==> src/rtl/uart_host_pkg.sv <==
// Shared constants and types for the 8080-side UART host interface:
// register map, STATUS/CTRL bit positions and the TX launcher states.
package uart_host_pkg;

    localparam logic [1:0] ADDR_DATA = 2'd0;
    localparam logic [1:0] ADDR_STAT = 2'd1;
    localparam logic [1:0] ADDR_BLO  = 2'd2;
    localparam logic [1:0] ADDR_BHI  = 2'd3;

    // STATUS read bits
    localparam int unsigned ST_RX_AVAIL = 0;
    localparam int unsigned ST_TX_RDY   = 1;
    localparam int unsigned ST_RX_OVR   = 2;
    localparam int unsigned ST_TX_IDLE  = 3;
    localparam int unsigned ST_TX_OVF   = 4;
    localparam int unsigned ST_RX_IE    = 5;
    localparam int unsigned ST_TX_IE    = 6;

    // CTRL write bits
    localparam int unsigned CTL_RX_IE      = 0;
    localparam int unsigned CTL_TX_IE      = 1;
    localparam int unsigned CTL_CLR_RX_OVR = 2;
    localparam int unsigned CTL_CLR_TX_OVF = 3;

    typedef enum logic [1:0] {
        IDLE      = 2'd0,
        WAIT_BUSY = 2'd1,
        WAIT_DONE = 2'd2
    } tx_state_t;

    function automatic logic [7:0] pack_status(
        input logic rx_avail,
        input logic tx_rdy,
        input logic rx_ovr,
        input logic tx_idle,
        input logic tx_ovf,
        input logic rx_ie,
        input logic tx_ie
    );
        logic [7:0] s;
        s              = 8'h00;
        s[ST_RX_AVAIL] = rx_avail;
        s[ST_TX_RDY]   = tx_rdy;
        s[ST_RX_OVR]   = rx_ovr;
        s[ST_TX_IDLE]  = tx_idle;
        s[ST_TX_OVF]   = tx_ovf;
        s[ST_RX_IE]    = rx_ie;
        s[ST_TX_IE]    = tx_ie;
        return s;
    endfunction

endpackage

==> src/rtl/uart_host_if_if.sv <==
// 8080 I/O-port register bus between the CPU side (master) and the UART host block (slave).
interface uart_host_if_if;

    logic [1:0] addr;
    logic       wrEn;
    logic [7:0] wrData;
    logic       rdEn;
    logic [7:0] rdData;
    logic       irq;

    modport master (
        output addr,
        output wrEn,
        output wrData,
        output rdEn,
        input  rdData,
        input  irq
    );

    modport slave (
        input  addr,
        input  wrEn,
        input  wrData,
        input  rdEn,
        output rdData,
        output irq
    );

endinterface

==> src/rtl/uart_host_if_sync_fifo.sv <==
// Show-ahead synchronous FIFO with AW+1 bit wrapping pointers; a push into a full
// FIFO is accepted only when a pop happens in the same cycle.
module sync_fifo #(
    parameter int unsigned WIDTH = 8,
    parameter int unsigned AW    = 4
) (
    input  logic             clk,
    input  logic             rst,
    input  logic             push,
    input  logic             pop,
    input  logic [WIDTH-1:0] din,
    output logic [WIDTH-1:0] dout,
    output logic             full,
    output logic             empty
);

    localparam int unsigned Depth = 1 << AW;
    localparam logic [AW:0] PtrOne = {{AW{1'b0}}, 1'b1};

    logic [WIDTH-1:0] mem_q [Depth];
    logic [AW:0]      wptr_q, wptr_d;
    logic [AW:0]      rptr_q, rptr_d;
    logic             do_push, do_pop;

    assign empty   = (wptr_q == rptr_q);
    assign full    = (wptr_q[AW] != rptr_q[AW]) && (wptr_q[AW-1:0] == rptr_q[AW-1:0]);
    assign do_pop  = pop && !empty;
    assign do_push = push && (!full || do_pop);
    assign dout    = mem_q[rptr_q[AW-1:0]];

    always_comb begin
        wptr_d = wptr_q;
        rptr_d = rptr_q;
        if (do_push) wptr_d = wptr_q + PtrOne;
        if (do_pop)  rptr_d = rptr_q + PtrOne;
    end

    always_ff @(posedge clk) begin
        if (rst) begin
            wptr_q <= '0;
            rptr_q <= '0;
        end else begin
            wptr_q <= wptr_d;
            rptr_q <= rptr_d;
        end
    end

    // Storage is not reset; only the pointers define validity.
    always_ff @(posedge clk) begin
        if (do_push && !rst) mem_q[wptr_q[AW-1:0]] <= din;
    end

endmodule

==> src/rtl/uart_host_if.sv <==
// CPU register front end for the uart core: TX/RX byte FIFOs, TX launch handshake,
// baud divisor register and level interrupt.
module uart_host_if
    import uart_host_pkg::*;
#(
    parameter int unsigned FIFO_AW  = 4,
    parameter logic [15:0] BAUD_RST = 16'd26
) (
    input  logic                 clock,
    input  logic                 reset,
    uart_host_if_if.slave        bus,
    output logic [7:0]           txData,
    output logic                 txValid,
    input  logic                 txBusy,
    input  logic                 txDone,
    input  logic [7:0]           rxData,
    input  logic                 rxValid,
    output logic [15:0]          baudDiv
);

    tx_state_t   state_q, state_d;
    logic [7:0]  tx_data_q, tx_data_d;
    logic        tx_valid_q, tx_valid_d;
    logic [7:0]  rd_data_q, rd_data_d;
    logic [15:0] baud_q, baud_d;
    logic        rx_ovr_q, rx_ovr_d;
    logic        tx_ovf_q, tx_ovf_d;
    logic        rx_ie_q, rx_ie_d;
    logic        tx_ie_q, tx_ie_d;

    logic       wr_data, wr_ctrl, wr_blo, wr_bhi, rd_data_sel;
    logic       tx_push, tx_pop, tx_full, tx_empty;
    logic [7:0] tx_dout;
    logic       rx_pop_eff, rx_full, rx_empty;
    logic [7:0] rx_dout;
    logic       tx_idle;
    logic [7:0] status;

    assign wr_data     = bus.wrEn && (bus.addr == ADDR_DATA);
    assign wr_ctrl     = bus.wrEn && (bus.addr == ADDR_STAT);
    assign wr_blo      = bus.wrEn && (bus.addr == ADDR_BLO);
    assign wr_bhi      = bus.wrEn && (bus.addr == ADDR_BHI);
    assign rd_data_sel = bus.rdEn && (bus.addr == ADDR_DATA);

    assign tx_push    = wr_data && !tx_full;
    assign rx_pop_eff = rd_data_sel && !rx_empty;

    sync_fifo #(
        .WIDTH (8),
        .AW    (FIFO_AW)
    ) u_tx_fifo (
        .clk   (clock),
        .rst   (reset),
        .push  (tx_push),
        .pop   (tx_pop),
        .din   (bus.wrData),
        .dout  (tx_dout),
        .full  (tx_full),
        .empty (tx_empty)
    );

    sync_fifo #(
        .WIDTH (8),
        .AW    (FIFO_AW)
    ) u_rx_fifo (
        .clk   (clock),
        .rst   (reset),
        .push  (rxValid),
        .pop   (rd_data_sel),
        .din   (rxData),
        .dout  (rx_dout),
        .full  (rx_full),
        .empty (rx_empty)
    );

    assign tx_idle = tx_empty && (state_q == IDLE);
    assign status  = pack_status(!rx_empty, !tx_full, rx_ovr_q, tx_idle, tx_ovf_q,
                                 rx_ie_q, tx_ie_q);

    // TX launcher
    always_comb begin
        state_d    = state_q;
        tx_data_d  = tx_data_q;
        tx_valid_d = 1'b0;
        tx_pop     = 1'b0;
        unique case (state_q)
            IDLE: begin
                if (!tx_empty && !txBusy) begin
                    tx_pop     = 1'b1;
                    tx_data_d  = tx_dout;
                    tx_valid_d = 1'b1;
                    state_d    = WAIT_BUSY;
                end
            end
            WAIT_BUSY: if (txBusy) state_d = WAIT_DONE;
            WAIT_DONE: if (txDone) state_d = IDLE;
            default:   state_d = IDLE;
        endcase
    end

    // Registers; a set event wins over a clear in the same cycle.
    always_comb begin
        baud_d   = baud_q;
        rx_ie_d  = rx_ie_q;
        tx_ie_d  = tx_ie_q;
        rx_ovr_d = rx_ovr_q;
        tx_ovf_d = tx_ovf_q;
        if (wr_blo) baud_d[7:0]  = bus.wrData;
        if (wr_bhi) baud_d[15:8] = bus.wrData;
        if (wr_ctrl) begin
            rx_ie_d = bus.wrData[CTL_RX_IE];
            tx_ie_d = bus.wrData[CTL_TX_IE];
            if (bus.wrData[CTL_CLR_RX_OVR]) rx_ovr_d = 1'b0;
            if (bus.wrData[CTL_CLR_TX_OVF]) tx_ovf_d = 1'b0;
        end
        if (rxValid && rx_full && !rx_pop_eff) rx_ovr_d = 1'b1;
        if (wr_data && tx_full)                tx_ovf_d = 1'b1;
    end

    always_comb begin
        rd_data_d = rd_data_q;
        if (bus.rdEn) begin
            unique case (bus.addr)
                ADDR_DATA: rd_data_d = rx_empty ? 8'h00 : rx_dout;
                ADDR_STAT: rd_data_d = status;
                ADDR_BLO:  rd_data_d = baud_q[7:0];
                ADDR_BHI:  rd_data_d = baud_q[15:8];
                default:   rd_data_d = 8'h00;
            endcase
        end
    end

    always_ff @(posedge clock) begin
        if (reset) begin
            state_q    <= IDLE;
            tx_data_q  <= 8'h00;
            tx_valid_q <= 1'b0;
            rd_data_q  <= 8'h00;
            baud_q     <= BAUD_RST;
            rx_ovr_q   <= 1'b0;
            tx_ovf_q   <= 1'b0;
            rx_ie_q    <= 1'b0;
            tx_ie_q    <= 1'b0;
        end else begin
            state_q    <= state_d;
            tx_data_q  <= tx_data_d;
            tx_valid_q <= tx_valid_d;
            rd_data_q  <= rd_data_d;
            baud_q     <= baud_d;
            rx_ovr_q   <= rx_ovr_d;
            tx_ovf_q   <= tx_ovf_d;
            rx_ie_q    <= rx_ie_d;
            tx_ie_q    <= tx_ie_d;
        end
    end

    assign txData     = tx_data_q;
    assign txValid    = tx_valid_q;
    assign baudDiv    = baud_q;
    assign bus.rdData = rd_data_q;
    assign bus.irq    = (rx_ie_q && !rx_empty) || (tx_ie_q && tx_idle);

endmodule
==> src/flat_wrapper.sv <==
// flat-port wrapper written by rule: the top's interface ports become plain ports
module uart_host_if_flat import uart_host_pkg::*;
#(
    parameter int unsigned FIFO_AW  = 4,
    parameter logic [15:0] BAUD_RST = 16'd26
)
  (clock, reset, txData, txValid, txBusy, txDone, rxData, rxValid, baudDiv, bus_addr, bus_wrEn, bus_wrData, bus_rdEn, bus_rdData, bus_irq);
  uart_host_if_if bus_i ();
  input  logic clock;
  input  logic reset;
  output logic [7:0] txData;
  output logic txValid;
  input  logic txBusy;
  input  logic txDone;
  input  logic [7:0] rxData;
  input  logic rxValid;
  output logic [15:0] baudDiv;
  input wire logic [$bits(bus_i.addr)-1:0] bus_addr;
  input wire logic [$bits(bus_i.wrEn)-1:0] bus_wrEn;
  input wire logic [$bits(bus_i.wrData)-1:0] bus_wrData;
  input wire logic [$bits(bus_i.rdEn)-1:0] bus_rdEn;
  output wire logic [$bits(bus_i.rdData)-1:0] bus_rdData;
  output wire logic [$bits(bus_i.irq)-1:0] bus_irq;
  assign bus_i.addr = bus_addr;
  assign bus_i.wrEn = bus_wrEn;
  assign bus_i.wrData = bus_wrData;
  assign bus_i.rdEn = bus_rdEn;
  assign bus_rdData = bus_i.rdData;
  assign bus_irq = bus_i.irq;
  uart_host_if #(.FIFO_AW(FIFO_AW), .BAUD_RST(BAUD_RST)) u_core (.clock(clock), .reset(reset), .bus(bus_i), .txData(txData), .txValid(txValid), .txBusy(txBusy), .txDone(txDone), .rxData(rxData), .rxValid(rxValid), .baudDiv(baudDiv));
endmodule
==> config.mk <==
export PLATFORM = sky130hd
export DESIGN_NAME = uart_host_if_flat
export DESIGN_NICKNAME = d
export VERILOG_FILES = /design/src/rtl/uart_host_pkg.sv /design/src/rtl/uart_host_if_if.sv /design/src/rtl/uart_host_if_sync_fifo.sv /design/src/rtl/uart_host_if.sv /design/src/flat_wrapper.sv
export SDC_FILE = /design/constraint.sdc
export NUM_CORES = 1
export LEC_CHECK = 0
export BUFFER_PORTS_ARGS = -buffer_cell sky130_fd_sc_hd__buf_2
export CORE_ASPECT_RATIO = 0.7
export CORE_MARGIN = 5
export CORE_UTILIZATION = 55
export CTS_CLUSTER_DIAMETER = 100
export DETAILED_ROUTE_END_ITERATION = 12
export PLACE_DENSITY_LB_ADDON = 0.12
export SKIP_CTS_REPAIR_TIMING = 1
export SLEW_MARGIN = 20
export SYNTH_ARGS = -nofsm -noshare
export SYNTH_HDL_FRONTEND = slang
export SYNTH_HIERARCHICAL = 1
export SYNTH_SLANG_ARGS = --single-unit
==> constraint.sdc <==
create_clock -name clock -period 2.5 [get_ports clock]
set_input_delay 0.5 -clock clock [delete_from_list [all_inputs] [get_ports clock]]
set_output_delay 0.5 -clock clock [all_outputs]
set_load 0.005 [all_outputs]
==> flow_metrics.py, run 1 <==
metrics = {
    "global_route": {
        "track_usage": 0.212,
        "grt_pass1_wl_um": 43500,
        "antenna_found_initial": 0,
        "grt_max_degree": 43,
        "grt_overflow": 0,
        "grt_pass1_vias": 6960,
    },
    "critical_path": {
        "slowest_delay_ns": 0.34,
        "slowest_stage": "dfxtp_1",
        "crit_chain": "xor2_2, nor4_4, and2_4, nand3_1, o21ai_0, buf_2",
        "critical_path_peak_fanout": 4,
        "arrival_ns": 1.94,
        "worstSetupEndpointType": "output pin",
        "startpoint": "u_core/u_tx_fifo/rptr_q[1]$_SDFFE_PP0N_",
        "startpoint_type": "flop",
        "cp.required_ns": 2.00,
        "worstSetupPathType": "reg -> out",
    },
    "synth": {
        "seq_area_frac_synth": 0.689,
        "synth_top_cell_by_area": "edfxtp_1",
        "yosys-top-cells-count": "edfxtp_1, nor2_1, dfxtp_1, mux4_1, mux4_2",
        "synth_area_per_cell_um2": 18.1,
        "synth_flop_cell": "edfxtp_1",
        "yosysUniqueCellTypes": 52,
        "synth_nets": 758,
        "synth.most_common_cell": "edfxtp_1",
        "synth-seq-cells": 323,
        "synth_area_um2": 13100,
        "synth.top_cell.area_share": 0.586,
        "synthTopCellsByArea": "edfxtp_1, dfxtp_1, mux4_1",
        "synth-edff-count": 256,
        "synth_warnings": 6,
        "syn_inst": 723,
        "synthArstFlopShare": 0,
    },
    "timing": {
        "slew_headroom": 0.596,
        "finalSetupViolCount": 0,
        "max_clock_freq_mhz": 410,
        "report.final.hold_viol_count": 0,
        "slew_violations": 0,
        "final.setup_skew_ns": 0.0111,
        "setup_slack_ns": 0.0598,
        "grt_setup_unrepaired": "yes",
        "worst_pin_slew_ns": 0.604,
        "layout_worst_path_cycle_share": 0.976,
        "min_period_ns": 2.44,
    },
    "clock_network": {
        "h-tree-depth": 1,
        "cts_buffers": 30,
        "cts_max_path_buffers": 3,
        "insertion_delay_ns": 0.55,
        "cts_tree": "yes",
        "clk_pin_slew_ns": 0.06,
        "root_buffer": "clkbuf_16",
        "cts.sinks": 323,
    },
    "floorplan": {
        "die-area_um2": 27100,
        "initial_utilization": 0.557,
        "io_pins": 59,
        "rows": 47,
        "core-area_um2": 23500,
        "fp.dieH_um": 139,
        "fp.dieW_um": 195,
    },
    "drt": {
        "firstDrtPassIters": 5,
        "vias_per_cell": 5.94,
        "antenna_left": 0,
        "vias": 7034,
        "drtIter0Drc": 550,
        "wire_per_inst_um": 24.5,
        "drc_errors": 0,
        "drt_wl_total_um": 29000,
    },
    "placed_design": {
        "port_buffers": 58,
        "post-place-ws_ns": 0.0272,
        "hpwlAfterDp_um": 19700,
        "placedInstanceArea_um2": 14100,
        "routabilityCongestion": 0.851,
    },
    "finish": {
        "syn_to_final_growth_pct": 16.3,
        "final_cell_area_um2": 15200,
        "diodes": 0,
        "nets": 878,
        "drive_above_1_share": 0.300,
    },
    "power_and_ir_drop": {
        "ir_drop_uv": 665,
        "p_per_area_nw_per_um2": 700,
        "leakage_nw": 5.26,
    },
    "min_path": {
        "worstHoldPathType": "in -> reg",
        "min-delay-start": "txBusy",
    },
    "flow_run": {
        "max-cap-violations": 0,
    },
    "run_status": {
        "status": "finished, final reports clean",
    },
}
-- logic make-up (layout without fill, tap and decap cells) --
family | count (synthesis) | in the layout | share of synthesized area
buffers and inverters | 49 | 192 | 0.0228
flip-flops | 323 | 323 | 0.689
multiplexers | 113 | 113 | 0.177
AND/OR/NAND/NOR | 160 | 160 | 0.0616
XOR/XNOR | 20 | 20 | 0.0134
adder cells (fa/ha/maj) | 10 | 10 | 0.00955
AO/OA/AOI/OAI | 48 | 48 | 0.0269
-- power by group --
| group | switching, mW | internal (mW) |
|---|---|---|
| Sequential | 0.0321 | 5.84 |
| Combinational | 0.295 | 0.204 |
| Clock | 1.90 | 2.40 |
| Total | 2.22 | 8.45 |
-- worst paths after layout --
kind | endpoint | slack [ns] | depth (start not counted)
max reg2reg | u_core/bus.rdData[6]$_SDFFE_PP0P_ | 0.08 | 5
min | u_core/state_q[0]$_SDFFE_PP0P_ | 0.20 | 2
max | bus_irq | 0.06 | 6
min reg2reg | u_core/tx_ovf_q$_SDFFE_PP0P_ | 0.48 | 2
-- metal layers --
layer | vias to the layer above | global-route usage | share of wire
met5 | - | 0 | 0
met4 | 0 | 0.0355 | 0.015
met3 | 31 | 0.0600 | 0.093
met2 | 273 | 0.297 | 0.43
li1 | 3117 | - | -
met1 | 3613 | 0.339 | 0.47
-- layout by cell type (no fill, tap or decap), types with 9 or more instances in the layout --
master	synthesis	routed
xnor2_1	10	10
nor2b_1	9	9
clkbuf_16	0	31
dfxtp_1	67	58
mux2i_1	27	27
edfxtp_1	256	256
inv_1	12	12
nor2_2	0	14
buf_4	3	61
nor2_1	88	64
nor2_4	0	10
a21oi_1	13	13
mux4_2	32	32
buf_2	9	58
mux4_1	48	48
ha_1	10	10
nand2b_1	15	15
-- sequential cells by signal, indices dropped and copies added (netlist names), 2 cells and up, named ones only --
| register | flops |
|---|---|
| u_core/u_rx_fifo/mem_q | 128 |
| u_core/u_tx_fifo/mem_q | 128 |
| u_core/baudDiv | 16 |
| u_core/bus.rdData | 8 |
| u_core/txData | 8 |
| u_core/u_rx_fifo/rptr_q | 5 |
| u_core/u_rx_fifo/wptr_q | 5 |
| u_core/u_tx_fifo/rptr_q | 5 |
| u_core/u_tx_fifo/wptr_q | 5 |
| u_core/state_q | 2 |
-- critical path, delay by kind of cell, from the launching register on --
kind,cells,cell delay [ns]
buffers and inverters,1,0.17
AOI/OAI and AO/OA,1,0.10
and+or+nand+nor,3,0.59
xor gates and xnor gates,1,0.19
DFF,1,0.34
-- through the flow --
stage | std cells | TNS, ns | power [mW] | hold WS (ns) | utilization
final | 1184 | 0 | 10.7 | 0.196 | 0.648
after global routing | 1184 | -1.33 | 11.0 | 0.177 | 0.648
after CTS | 1173 | -0.189 | 10.7 | 0.163 | 0.641
after detailed placement | 1118 | 0 | 6.45 | 0.464 | 0.601
after global placement | 1118 | 0 | 6.44 | 0.462 | 0.601
after floorplan | 723 | 0 | 6.24 | 0.446 | -
-- final cells by class --
cell class,instances,area (um2)
fillers,1644,8280
multi-input cells,351,3940
clock inverters,22,174
clock buffers,33,762
well taps,318,398
repair buffers,125,873
inverters,12,45.0
flip-flops and latches,323,9040
No activity file was read; power rests on OpenSTA's default activity.
==> run 2: changes to the inputs <==
--- a/config.mk
+++ b/config.mk
@@ -6,9 +6,11 @@
 export NUM_CORES = 1
 export LEC_CHECK = 0
 export BUFFER_PORTS_ARGS = -buffer_cell sky130_fd_sc_hd__buf_2
+export CELL_PAD_IN_SITES_DETAIL_PLACEMENT = 0
+export CELL_PAD_IN_SITES_GLOBAL_PLACEMENT = 2
 export CORE_ASPECT_RATIO = 0.7
 export CORE_MARGIN = 5
-export CORE_UTILIZATION = 55
+export CORE_UTILIZATION = 42
 export CTS_CLUSTER_DIAMETER = 100
 export DETAILED_ROUTE_END_ITERATION = 12
 export PLACE_DENSITY_LB_ADDON = 0.12
==> run 2 against run 1 <==
Setup slack got worse by 0.037 ns. Hold slack improved by 0.020 ns. Final area rose by 1.3%. Clock-buffer cell count fell by 1. Power rose by 1.0%. Utilization fell by 15 points. Wire length rose by 7.1%. Critical endpoint unchanged.
==> flow_metrics.py, run 2 (synthesis results as in run 1) <==
metrics = {
    "run_status": {
        "status": "finished, final reports clean",
    },
    "timing": {
        "slew_headroom": 0.616,
        "report.final.hold_viol_count": 0,
        "layout_worst_path_cycle_share": 0.991,
        "grt_setup_unrepaired": "yes",
        "slew_violations": 0,
        "worst_pin_slew_ns": 0.576,
        "finalSetupViolCount": 0,
        "totalNegativeSetupSlack_ns": 0,
        "min_period_ns": 2.48,
        "max_clock_freq_mhz": 404,
        "final.setup_skew_ns": 0.00847,
    },
    "finish": {
        "final-seq-area_um2": 9040,
        "syn_to_final_growth_pct": 17.8,
        "drive_above_1_share": 0.303,
        "diodes": 0,
        "nets": 873,
        "layout_common_cells": "edfxtp_1, nor2_1, buf_2",
        "multi_input_area_um2": 3960,
        "layout.cells.most_common": "edfxtp_1",
        "fillers": 2607,
    },
    "flow_run": {
        "max-cap-violations": 0,
    },
    "critical_path": {
        "cp.required_ns": 2.00,
        "startpoint": "u_core/u_tx_fifo/wptr_q[2]$_SDFFE_PP0P_",
        "arrival_ns": 1.98,
        "worstSetupPathType": "reg -> out",
        "critical_path_peak_fanout": 4,
        "startpoint_type": "flop",
        "worstSetupEndpointType": "output pin",
    },
    "floorplan": {
        "fp.dieW_um": 221,
        "core-area_um2": 30900,
        "initial_utilization": 0.424,
        "rows": 54,
        "io_pins": 59,
        "fp.dieH_um": 158,
        "die-area_um2": 34900,
    },
    "power_and_ir_drop": {
        "p_per_area_nw_per_um2": 698,
        "leakage_nw": 5.24,
        "ir_drop_uv": 435,
        "total_power_mw": 10.8,
    },
    "min_path": {
        "worstHoldPathType": "in -> reg",
        "min-delay-start": "txBusy",
    },
    "global_route": {
        "grt_max_degree": 41,
        "antenna_found_initial": 0,
        "grt_overflow": 0,
        "grt_pass1_wl_um": 46300,
        "track_usage": 0.178,
        "grt_pass1_vias": 6823,
    },
    "drt": {
        "antenna_left": 0,
        "firstDrtPassIters": 5,
        "vias_per_cell": 5.43,
        "drt_wl_total_um": 31100,
        "vias": 6956,
        "wire_per_inst_um": 24.3,
        "drc_errors": 0,
        "drtIter0Drc": 684,
    },
    "clock_network": {
        "root_buffer": "clkbuf_16",
        "cts_max_path_buffers": 3,
        "clk_pin_slew_ns": 0.06,
        "cts.sinks": 323,
        "cts_tree": "yes",
        "h-tree-depth": 1,
        "cts_buffers": 31,
        "insertion_delay_ns": 0.56,
    },
    "placed_design": {
        "port_buffers": 58,
        "routabilityCongestion": 0.819,
        "hpwlAfterDp_um": 21900,
    },
}
-- run 2: final timing paths --
kind | depth (start not counted) | slack [ns] | endpoint
max reg2reg | 6 | 0.12 | u_core/bus.rdData[6]$_SDFFE_PP0P_
min | 2 | 0.22 | u_core/state_q[0]$_SDFFE_PP0P_
max | 6 | 0.02 | bus_irq
min reg2reg | 2 | 0.49 | u_core/tx_ovf_q$_SDFFE_PP0P_
-- run 2: power by group --
group / switching, mW / internal (mW)
sequential: 0.0363 / 5.84
combinational: 0.310 / 0.201
clock: 2.01 / 2.38
total: 2.35 / 8.42
-- run 2: worst max-delay path, stage by stage (launching register included) --
cell	delay [ns]
dfxtp_2	0.34
xor2_2	0.18
nor4_4	0.33
and2_4	0.24
nand3_2	0.08
o21ai_2	0.09
buf_2	0.15
-- run 2: layer usage --
layer | wire (um) | vias to the layer above | track usage
met5 | 0 | - | 0
met4 | 507 | 0 | 0.0298
met3 | 2120 | 36 | 0.0443
met2 | 12100 | 211 | 0.233
met1 | 16300 | 3607 | 0.300
li1 | - | 3102 | -
-- run 2: cell type report --
type / count / share of cell area
Timing Repair Buffer: 119 / 0.0590
Clock inverter: 25 / 0.0113
Inverter: 12 / 0.00292
Multi-Input combinational cell: 351 / 0.257
Sequential cell: 323 / 0.586
Tap cell: 420 / 0.0340
Clock buffer: 32 / 0.0505
-- run 2: stage by stage --
stage	hold WS (ns)	setup WS [ns]	util	cell area, um2	std cells
final	0.216	0.0224	0.499	15400	1282
after global routing	0.214	-0.0606	0.499	15400	1282
after CTS	0.150	-0.345	0.496	15400	1280
after detailed placement	0.479	-0.0232	0.466	14400	1223
after global placement	0.464	0.0596	0.466	14400	1223
after floorplan	0.446	0.0106	-	13200	723
==> run 3: changes to the inputs <==
--- a/config.mk
+++ b/config.mk
@@ -5,12 +5,13 @@
 export SDC_FILE = /design/constraint.sdc
 export NUM_CORES = 1
 export LEC_CHECK = 0
+export ABC_AREA = 1
 export BUFFER_PORTS_ARGS = -buffer_cell sky130_fd_sc_hd__buf_2
 export CELL_PAD_IN_SITES_DETAIL_PLACEMENT = 0
 export CELL_PAD_IN_SITES_GLOBAL_PLACEMENT = 2
 export CORE_ASPECT_RATIO = 0.7
 export CORE_MARGIN = 5
-export CORE_UTILIZATION = 42
+export CORE_UTILIZATION = 37
 export CTS_CLUSTER_DIAMETER = 100
 export DETAILED_ROUTE_END_ITERATION = 12
 export PLACE_DENSITY_LB_ADDON = 0.12
==> run 3 against run 2 <==
Cell count up 45%. Wire length is 34% higher. Sequential power is essentially flat. Hold slack worse by 0.018 ns.
==> flow_metrics.py, run 3 <==
metrics = {
    "min_path": {
        "worstHoldPathType": "in -> reg",
    },
    "global_route": {
        "antenna_found_initial": 0,
        "track_usage": 0.204,
        "grt_max_degree": 65,
        "grt_pass1_vias": 9026,
        "grt_pass1_wl_um": 61500,
        "grt_overflow": 0,
    },
    "synth": {
        "seq_area_frac_synth": 0.670,
        "synthTopCellsByArea": "edfxtp_1, dfxtp_1, nor2_1",
        "synth_top_cell_by_area": "edfxtp_1",
        "synth-seq-cells": 323,
        "synth_area_per_cell_um2": 10.8,
        "synthArstFlopShare": 0,
        "synth_warnings": 6,
        "synth-edff-count": 256,
        "syn_inst": 1253,
        "synth.most_common_cell": "nor2_1",
        "synth_flop_cell": "edfxtp_1",
        "synth.top_cell.area_share": 0.570,
        "yosysUniqueCellTypes": 31,
        "yosys-top-cells-count": "nor2_1, edfxtp_1, o21ai_0, nand2_1, dfxtp_1",
        "synth_area_um2": 13500,
        "synth_nets": 1288,
    },
    "critical_path": {
        "cp.required_ns": 2.00,
        "arrival_ns": 1.86,
        "crit_chain": "inv_2, nand2_1, nand2_1, nor2_4, nand3_1, inv_1, o21ai_2, buf_2",
        "slowest_stage": "dfxtp_1",
        "worstSetupPathType": "reg -> out",
        "worstSetupEndpointType": "output pin",
        "startpoint_type": "flop",
        "cp_common_cell": "nand2_1",
        "critical_path_peak_fanout": 5,
        "slowest_delay_ns": 0.44,
    },
    "clock_network": {
        "root_buffer": "clkbuf_16",
        "clk_pin_slew_ns": 0.06,
        "cts_tree": "yes",
        "insertion_delay_ns": 0.51,
        "cts_max_path_buffers": 3,
        "cts_buffers": 35,
        "cts.sinks": 323,
        "h-tree-depth": 2,
    },
    "finish": {
        "diodes": 0,
        "instances_no_fill": 1857,
        "nets": 1388,
        "syn_to_final_growth_pct": 17.2,
        "layout.cells.most_common": "nor2_1",
        "drive_above_1_share": 0.165,
        "fillers": 3432,
        "layout_common_cells": "nor2_1, edfxtp_1, o21ai_0",
    },
    "floorplan": {
        "fp.dieW_um": 238,
        "core-area_um2": 35900,
        "initial_utilization": 0.375,
        "rows": 58,
        "fp.dieH_um": 170,
        "io_pins": 59,
        "die-area_um2": 40400,
    },
    "timing": {
        "finalSetupViolCount": 0,
        "min_period_ns": 2.36,
        "slew_violations": 0,
        "totalNegativeSetupSlack_ns": 0,
        "setup_slack_ns": 0.140,
        "layout_worst_path_cycle_share": 0.944,
        "report.final.hold_viol_count": 0,
        "final.setup_skew_ns": 0.00967,
        "max_clock_freq_mhz": 424,
        "slew_headroom": 0.479,
        "worst_pin_slew_ns": 0.778,
        "grt_setup_unrepaired": "no",
    },
    "drt": {
        "wire_per_inst_um": 22.5,
        "firstDrtPassIters": 5,
        "drtIter0Drc": 1224,
        "vias": 9694,
        "drt_wl_total_um": 41700,
        "vias_per_cell": 5.22,
        "antenna_left": 0,
        "drc_errors": 0,
    },
    "placed_design": {
        "dp.cells": 1793,
        "post-place-ws_ns": 0.0973,
        "hpwlAfterDp_um": 29300,
        "port_buffers": 58,
        "routabilityCongestion": 0.824,
    },
    "run_status": {
        "status": "finished, final reports clean",
    },
    "power_and_ir_drop": {
        "total_power_mw": 11.6,
        "p_per_area_nw_per_um2": 731,
        "leakage_nw": 5.49,
        "ir_drop_uv": 349,
    },
    "flow_run": {
        "max-cap-violations": 0,
    },
}
-- run 3: kinds of logic after synthesis --
group / synth area share
AND/OR/NAND/NOR: 0.159
XOR/XNOR: 0.00910
adder cells (fa/ha/maj): 0.00928
flip-flops: 0.670
AO/OA/AOI/OAI: 0.114
buffers and inverters: 0.0392
-- run 3: layer usage --
metal	up-vias	share of wire	GRT usage
met5	-	0	0
met4	0	0.013	0.0357
met3	35	0.088	0.0445
met2	379	0.36	0.242
met1	4693	0.54	0.364
li1	4587	-	-
-- run 3: where the power goes --
group          internal, mW  switching [mW]
logic                 0.160           0.437
clock network          3.06            2.02
registers              5.84          0.0428
total                  9.06            2.50
-- run 3: final timing paths --
check | start | end | slack (ns) | depth (start not counted)
worst max-delay path | u_core/u_rx_fifo/rptr_q[0]$_SDFFE_PP0N_ | bus_irq | 0.14 | 8
worst min-delay path | txDone | u_core/state_q[1]$_SDFFE_PP0P_ | 0.20 | 2
worst max register to register | u_core/u_tx_fifo/wptr_q[1]$_SDFFE_PP0P_ | u_core/u_tx_fifo/mem_q[3][1]$_DFFE_PP_ | 0.31 | 11
worst min register to register | u_core/rx_ovr_q$_SDFFE_PP0P_ | u_core/rx_ovr_q$_SDFFE_PP0P_ | 0.47 | 2
-- run 3: per-stage QoR --
stage	cell area, um2	hold slack [ns]	utilization
6_report	15800	0.198	0.440
5_1_grt	15800	0.164	0.440
4_1_cts	15700	0.165	0.438
3_5_place_dp	14600	0.458	0.407
3_3_place_gp	14600	0.461	0.407
2_1_floorplan	13500	0.439	-
-- run 3: layout make-up --
class / count / area, um2 / share of cell area
sequential: 323 / 9050 / 0.573
multi-input combinational: 814 / 3950 / 0.250
clock buffer: 46 / 980 / 0.0620
timing repair buffer: 129 / 886 / 0.0561
tap: 480 / 601 / 0.0380
inverter: 50 / 193 / 0.0122
clock inverter: 15 / 143 / 0.00903
-- run 3: worst max-delay path: cells and delay by family (launching register included) --
kind | cells | cell delay (ns)
AND/OR/NAND/NOR | 4 | 0.46
flip-flops | 1 | 0.44
buffers and inverters | 3 | 0.35
AO/OA/AOI/OAI | 1 | 0.10
